$ cat src/rtl/stim_source.sv
`default_nettype none
// stim_source: streams a table of stimulus words upstream of a DUT over valid/ready,
// with optional idle gaps (none, fixed, LFSR-random) and a sticky completion flag.
module stim_source #(
    parameter int          D_WIDTH     = 16,
    parameter int          START_DELAY = 4,
    parameter int          GAP_MODE    = 0,
    parameter int          GAP_CYCLES  = 2,
    parameter logic [15:0] LFSR_SEED   = 16'hACE1,
    // Word table, word0 in the least significant slice (converted from the hex vector file)
    parameter int          NUM_WORDS   = 3,
    parameter logic [((NUM_WORDS > 0) ? NUM_WORDS : 1)*D_WIDTH-1:0] WORDS = '0
) (
    input  logic               clk,
    input  logic               rst_n,
    input  logic               start_i,
    input  logic               ready_i,
    output logic               valid_o,
    output logic [D_WIDTH-1:0] data_o,
    output logic [31:0]        sent_cnt_o,
    output logic               done_o
);

    localparam int            IW       = (NUM_WORDS > 1) ? $clog2(NUM_WORDS) : 1;
    localparam logic [IW-1:0] LAST_IDX = IW'((NUM_WORDS > 0) ? NUM_WORDS - 1 : 0);

    typedef enum logic [2:0] {
        S_IDLE = 3'd0,
        S_WAIT = 3'd1,
        S_SEND = 3'd2,
        S_GAP  = 3'd3,
        S_DONE = 3'd4
    } state_t;

    state_t        state_q;
    logic [31:0]   cnt_q;
    logic [IW-1:0] idx_q;
    logic [15:0]   lfsr_q;
    logic [15:0]   lfsr_d;
    logic [31:0]   gap_d;

    function automatic logic [D_WIDTH-1:0] word_at(input logic [IW-1:0] i);
        return WORDS[int'(i)*D_WIDTH +: D_WIDTH];
    endfunction

    // Fibonacci LFSR, taps 16,14,13,11; free-running so gaps replay identically from reset
    always_comb begin
        lfsr_d = {lfsr_q[0] ^ lfsr_q[2] ^ lfsr_q[3] ^ lfsr_q[5], lfsr_q[15:1]};
    end

    always_ff @(posedge clk or negedge rst_n) begin
        if (!rst_n) begin
            lfsr_q <= LFSR_SEED;
        end else begin
            lfsr_q <= lfsr_d;
        end
    end

    always_comb begin
        gap_d = '0;
        if (GAP_MODE == 1) begin
            gap_d = 32'(GAP_CYCLES);
        end else if (GAP_MODE == 2) begin
            gap_d = {30'd0, lfsr_q[1:0]};
        end
    end

    always_ff @(posedge clk or negedge rst_n) begin
        if (!rst_n) begin
            state_q    <= S_IDLE;
            cnt_q      <= '0;
            idx_q      <= '0;
            valid_o    <= 1'b0;
            data_o     <= '0;
            sent_cnt_o <= '0;
            done_o     <= 1'b0;
        end else begin
            case (state_q)
                S_IDLE: begin
                    if (start_i) begin
                        idx_q <= '0;
                        if (NUM_WORDS == 0) begin
                            state_q <= S_DONE;
                            done_o  <= 1'b1;
                        end else if (START_DELAY == 0) begin
                            state_q <= S_SEND;
                            valid_o <= 1'b1;
                            data_o  <= word_at('0);
                        end else begin
                            state_q <= S_WAIT;
                            cnt_q   <= 32'(START_DELAY);
                        end
                    end
                end
                // Both countdowns present the word at idx_q on the edge the count expires
                S_WAIT, S_GAP: begin
                    if (cnt_q <= 32'd1) begin
                        state_q <= S_SEND;
                        cnt_q   <= '0;
                        valid_o <= 1'b1;
                        data_o  <= word_at(idx_q);
                    end else begin
                        cnt_q <= cnt_q - 32'd1;
                    end
                end
                S_SEND: begin
                    if (ready_i) begin
                        sent_cnt_o <= sent_cnt_o + 32'd1;
                        if (idx_q == LAST_IDX) begin
                            state_q <= S_DONE;
                            valid_o <= 1'b0;
                            data_o  <= '0;
                            done_o  <= 1'b1;
                        end else if (gap_d != 32'd0) begin
                            state_q <= S_GAP;
                            valid_o <= 1'b0;
                            cnt_q   <= gap_d;
                            idx_q   <= idx_q + 1'b1;
                        end else begin
                            data_o <= word_at(idx_q + 1'b1);
                            idx_q  <= idx_q + 1'b1;
                        end
                    end
                end
                S_DONE: begin
                    done_o <= 1'b1;
                end
                default: begin
                    state_q <= S_IDLE;
                end
            endcase
        end
    end

endmodule
`default_nettype wire

$ cat config.mk
export PLATFORM = sky130hd
export DESIGN_NAME = stim_source
export DESIGN_NICKNAME = d
export VERILOG_FILES = /design/src/rtl/stim_source.sv
export SDC_FILE = /design/constraint.sdc
export NUM_CORES = 1
export LEC_CHECK = 0
export CORE_MARGIN = 5
export CORE_UTILIZATION = 39
export CTS_CLUSTER_DIAMETER = 80
export DETAILED_ROUTE_END_ITERATION = 10
export PLACE_DENSITY = 0.66
export SETUP_SLACK_MARGIN = 0.02
export SKIP_LAST_GASP = 1
export SLEW_MARGIN = 20
export SYNTH_ARGS = -nofsm -noshare
export SYNTH_HDL_FRONTEND = slang
export SYNTH_SLANG_ARGS = --single-unit
export TNS_END_PERCENT = 50
$ cat constraint.sdc
create_clock -name clk -period 2.35 [get_ports clk]
set_input_delay 0.705 -clock clk [delete_from_list [all_inputs] [get_ports clk]]
set_output_delay 0.705 -clock clk [all_outputs]
set_load 0.01 [all_outputs]
==> summary.md <==
| Metric | Value |
|---|---|
| Critical Path RT | `2.57 ns` |
| Die Y | `105 um` |
| Hold_buf cts | `0` |
| Worst hold path class | `in2async` |
| Fin crit period | `2.36 ns` |
| R2r setup slk | `-0.01 ns` |
| CTS tree | `built` |
| Simple-gate share of the synthesized area | `between 20% and 30%` |
| Final Worst Setup Slack | `-0.0146 ns` |
| Slowest library cell on the worst path | `or4_4` |
| Synth Warn # | `0` |
| Dpl hpwl | `5020 um` |
| Max H-tree Level | `3` |
| Die Width | `between 100 and 150 um` |
| Filler cells | `803` |
| DP Worst Slack | `-0.490 ns` |
| Routed len/inst | `13.5 um` |
| Total grt overflow | `0` |
| First-pass GRT wire length | `12800 um` |
| Mapped cell area | `3540 sq um` |
| Status | `finished with violations` |
| Most common cell after layout, fill and taps aside | `dfrtp_1` |
| Core area | `8760 sq um` |
| Initial antenna violation count | `0` |
| Critical path class | `reg2reg` |
| Period utilisation layout | `101%` |
| Gr usage total | `14.0%` |
| Critical-path maximum fanout | `21` |
| Die outline area | `11100 sq um` |
| Final Instance Count excl. Fillers | `536` |
| PwrDens | `approximately 950 nW/um^2` |
| RSZ-0062 raised after global routing | `yes` |
| Largest net degree at the start of global routing | `between 70 and 80` |
| Register area share after synthesis | `50.2%` |
| Mapped Cells | `354` |
| 1st-pass router iterations | `5` |
| GPL Wtd Cong | `slightly below 0.8` |
| Clock net sink count | `71` |
| Ant diodes | `0` |
| Multiplexer share of the synthesized area | `less than 1%` |
| Maximum clock frequency | `423 MHz` |
| Clk buf depth | `2` |
| Post-synthesis compound-gate area fraction | `4.28%` |
| Worst path arrival time | `2.59 ns` |
| Number of library cell types mapped by synthesis | `39` |
| # DRC | `0` |
| Area delta synth->final | `24.7%` |
| Nets@finish | `432` |
| Startpoint types | `register` |
| Total power | `4.17 mW` |
| FF+latch count, synth | `71` |
| Vias per cell | `4.90` |
| VDD IR-drop max | `329 uV` |
| Final Max Slew Viols | `0` |
| Most frequent cells in the layout | `71 x dfrtp_1, 50 x nor2_1, 44 x xnor2_1` |
| TritonCTS Buffers | `9` |
| Vias in the first global route | `2664` |
| Post-Route WL | `7210 um` |
| CP cell instances | `or4_4, or4_4, or4_4, a21oi_4, buf_12, nor2_1` |
| Share of layout cells above drive strength 1 | `14.7%` |
| Count of final hold-check violations | `0` |
| Clock Latency Late Sink | `approximately 0.34 ns` |
| Pleak | `around 2.0 nW` |
| XOR/XNOR Fraction of Synth Area | `14.6%` |
| Crit-path max cell delay | `around 0.54 ns` |
| Most used cell, CP | `or4_4` |
| Worst hold slack | `0.375 ns` |
| Post-CTS Setup Bufs | `0` |
| Post-DRT Antenna Nets | `0` |
| Setup violations, final | `18` |
| Cells after DPL | `approximately 520` |
| Initial cell density of the core | `around two fifths` |
| Area share of fa/ha/maj cells after synthesis | `1.42%` |
| DR vias | `~2600` |
| Layout Skew | `~0.0093 ns` |
| Clock-pin slew on the worst setup and hold paths | `0.08 ns` |
| Core Rows | `34` |
| IO Pins | `54` |
| CTS Root Cell | `clkbuf_8` |
| Iteration-0 DRC Markers | `132` |
| Crit. End Element | `register` |
| Setup TNS | `-0.146 ns` |
| Buffers on Ports | `37` |
| Main combinational cell family by area after synthesis | `simple AND/OR/NAND/NOR gates` |
| Failing checks | `setup timing` |
| Syn_area_per_cell | `9.99 sq um` |
| # Max-Cap Violations | `0` |
## layer usage
| metal | track usage (%) | share of wire [%] | wire length (um) | vias to the layer above |
|---|---|---|---|---|
| li1 | - | - | - | 1310 |
| met1 | 18.8 | 47 | 3400 | 1248 |
| met2 | 21.5 | 47 | 3370 | 60 |
| met3 | 4.58 | 5.0 | 358 | 7 |
| met4 | 4.11 | 1.1 | 79 | 0 |
| met5 | 0 | 0 | 0 | - |
## logic make-up (layout without fill, tap and decap cells)
kind of cell    Yosys count  count (layout)
compound gates           22              22
buf+inv                  37              96
simple gates            159             159
flops                    71              71
mux                       1               1
other cells               1              16
xor+xnor                 59              59
fa+ha+maj                 4               4
## critical path: cells and delay by family (launching register included)
family	cells	cell delay, ns
AO/OA/AOI/OAI	1	0.18
buffers and inverters	1	0.17
flip-flops	1	0.39
AND/OR/NAND/NOR	4	1.49
## final timing paths
| path | start | endpoint | cells after the start |
|---|---|---|---|
| hold reg to reg | sent_cnt_o[31] | sent_cnt_o[31] | 1 |
| max in group asynchronous | rst_n | cnt_q[13] | 2 |
| min in group clk | sent_cnt_o[31] | sent_cnt_o[31] | 1 |
| setup reg to reg | cnt_q[27] | cnt_q[16] | 6 |
| setup / recovery | cnt_q[27] | cnt_q[16] | 6 |
| hold / removal | rst_n | cnt_q[2] | 2 |
## synthesized netlist by cell type (all sizes together)
| master | instances | area share (%) |
|---|---|---|
| dfrtp | 71 | 50 |
| nor2 | 50 | 5.3 |
| xnor2 | 44 | 11 |
| buf | 20 | 4.3 |
| nand2 | 20 | 2.1 |
| nor3 | 17 | 2.4 |
| nor4 | 15 | 2.7 |
| xor2 | 15 | 3.7 |
| nand3 | 12 | 1.7 |
| inv | 10 | 1.1 |
| nand4 | 8 | 1.4 |
| or4 | 8 | 1.7 |
| clkbuf | 7 | 0.74 |
| a21oi | 6 | 1.2 |
| or3 | 6 | 1.1 |
| o21ai | 5 | 0.71 |
| or2 | 5 | 0.88 |
| and3 | 4 | 0.71 |
| ha | 4 | 1.4 |
| and2 | 3 | 0.53 |
| nor2b | 3 | 0.53 |
| o2111ai | 3 | 0.74 |
| a31oi | 2 | 0.35 |
| and4 | 2 | 0.50 |
| nand2b | 2 | 0.35 |
| o31ai | 2 | 0.42 |
| conb | 1 | 0.11 |
| mux2 | 1 | 0.32 |
| nand4b | 1 | 0.25 |
| nor3b | 1 | 0.21 |
| nor4bb | 1 | 0.28 |
| o211ai | 1 | 0.21 |
| o21a | 1 | 0.21 |
| o21ba | 1 | 0.28 |
| o22ai | 1 | 0.18 |
| or4b | 1 | 0.28 |
## per-stage QoR
| stage | utilization, % | cell area, sq um |
|---|---|---|
| after global routing | 50.3 | 4410 |
| final | 50.3 | 4410 |
| after detailed placement | 47.9 | 4190 |
| after CTS | 50.3 | 4410 |
| after global placement | 47.9 | 4190 |
| after floorplan | - | 3590 |
## report_power, final
part / switching, mW / internal, mW
combinational: 0.687 / 0.753
clock: 0.442 / 0.482
sequential: 0.287 / 1.52
total: 1.42 / 2.75
## registers in the layout (all words and copies together), names as in the netlist
| register | cells |
|---|---|
| cnt_q | 32 |
| done_o | 1 |
| idx_q | 2 |
| sent_cnt_o | 32 |
| state_q | 3 |
| valid_o | 1 |
## area by class of cell
| class | count | area [sq um] | share of cell area, % |
|---|---|---|---|
| Sequential cell | 71 | 1780 | 40.3 |
| Timing Repair Buffer | 71 | 646 | 14.6 |
| Clock inverter | 4 | 47.5 | 1.08 |
| Clock buffer | 11 | 131 | 2.98 |
| Inverter | 10 | 37.5 | 0.851 |
| Multi-Input combinational cell | 261 | 1640 | 37.1 |
| Tap cell | 108 | 135 | 3.06 |
## what timing repair did
item / in CTS / in global routing
pin swaps: 1 / 0
gates resized for setup: 8 / 0
setup endpoints to repair: 40 / 33
(Power assumes the default switching activity.)
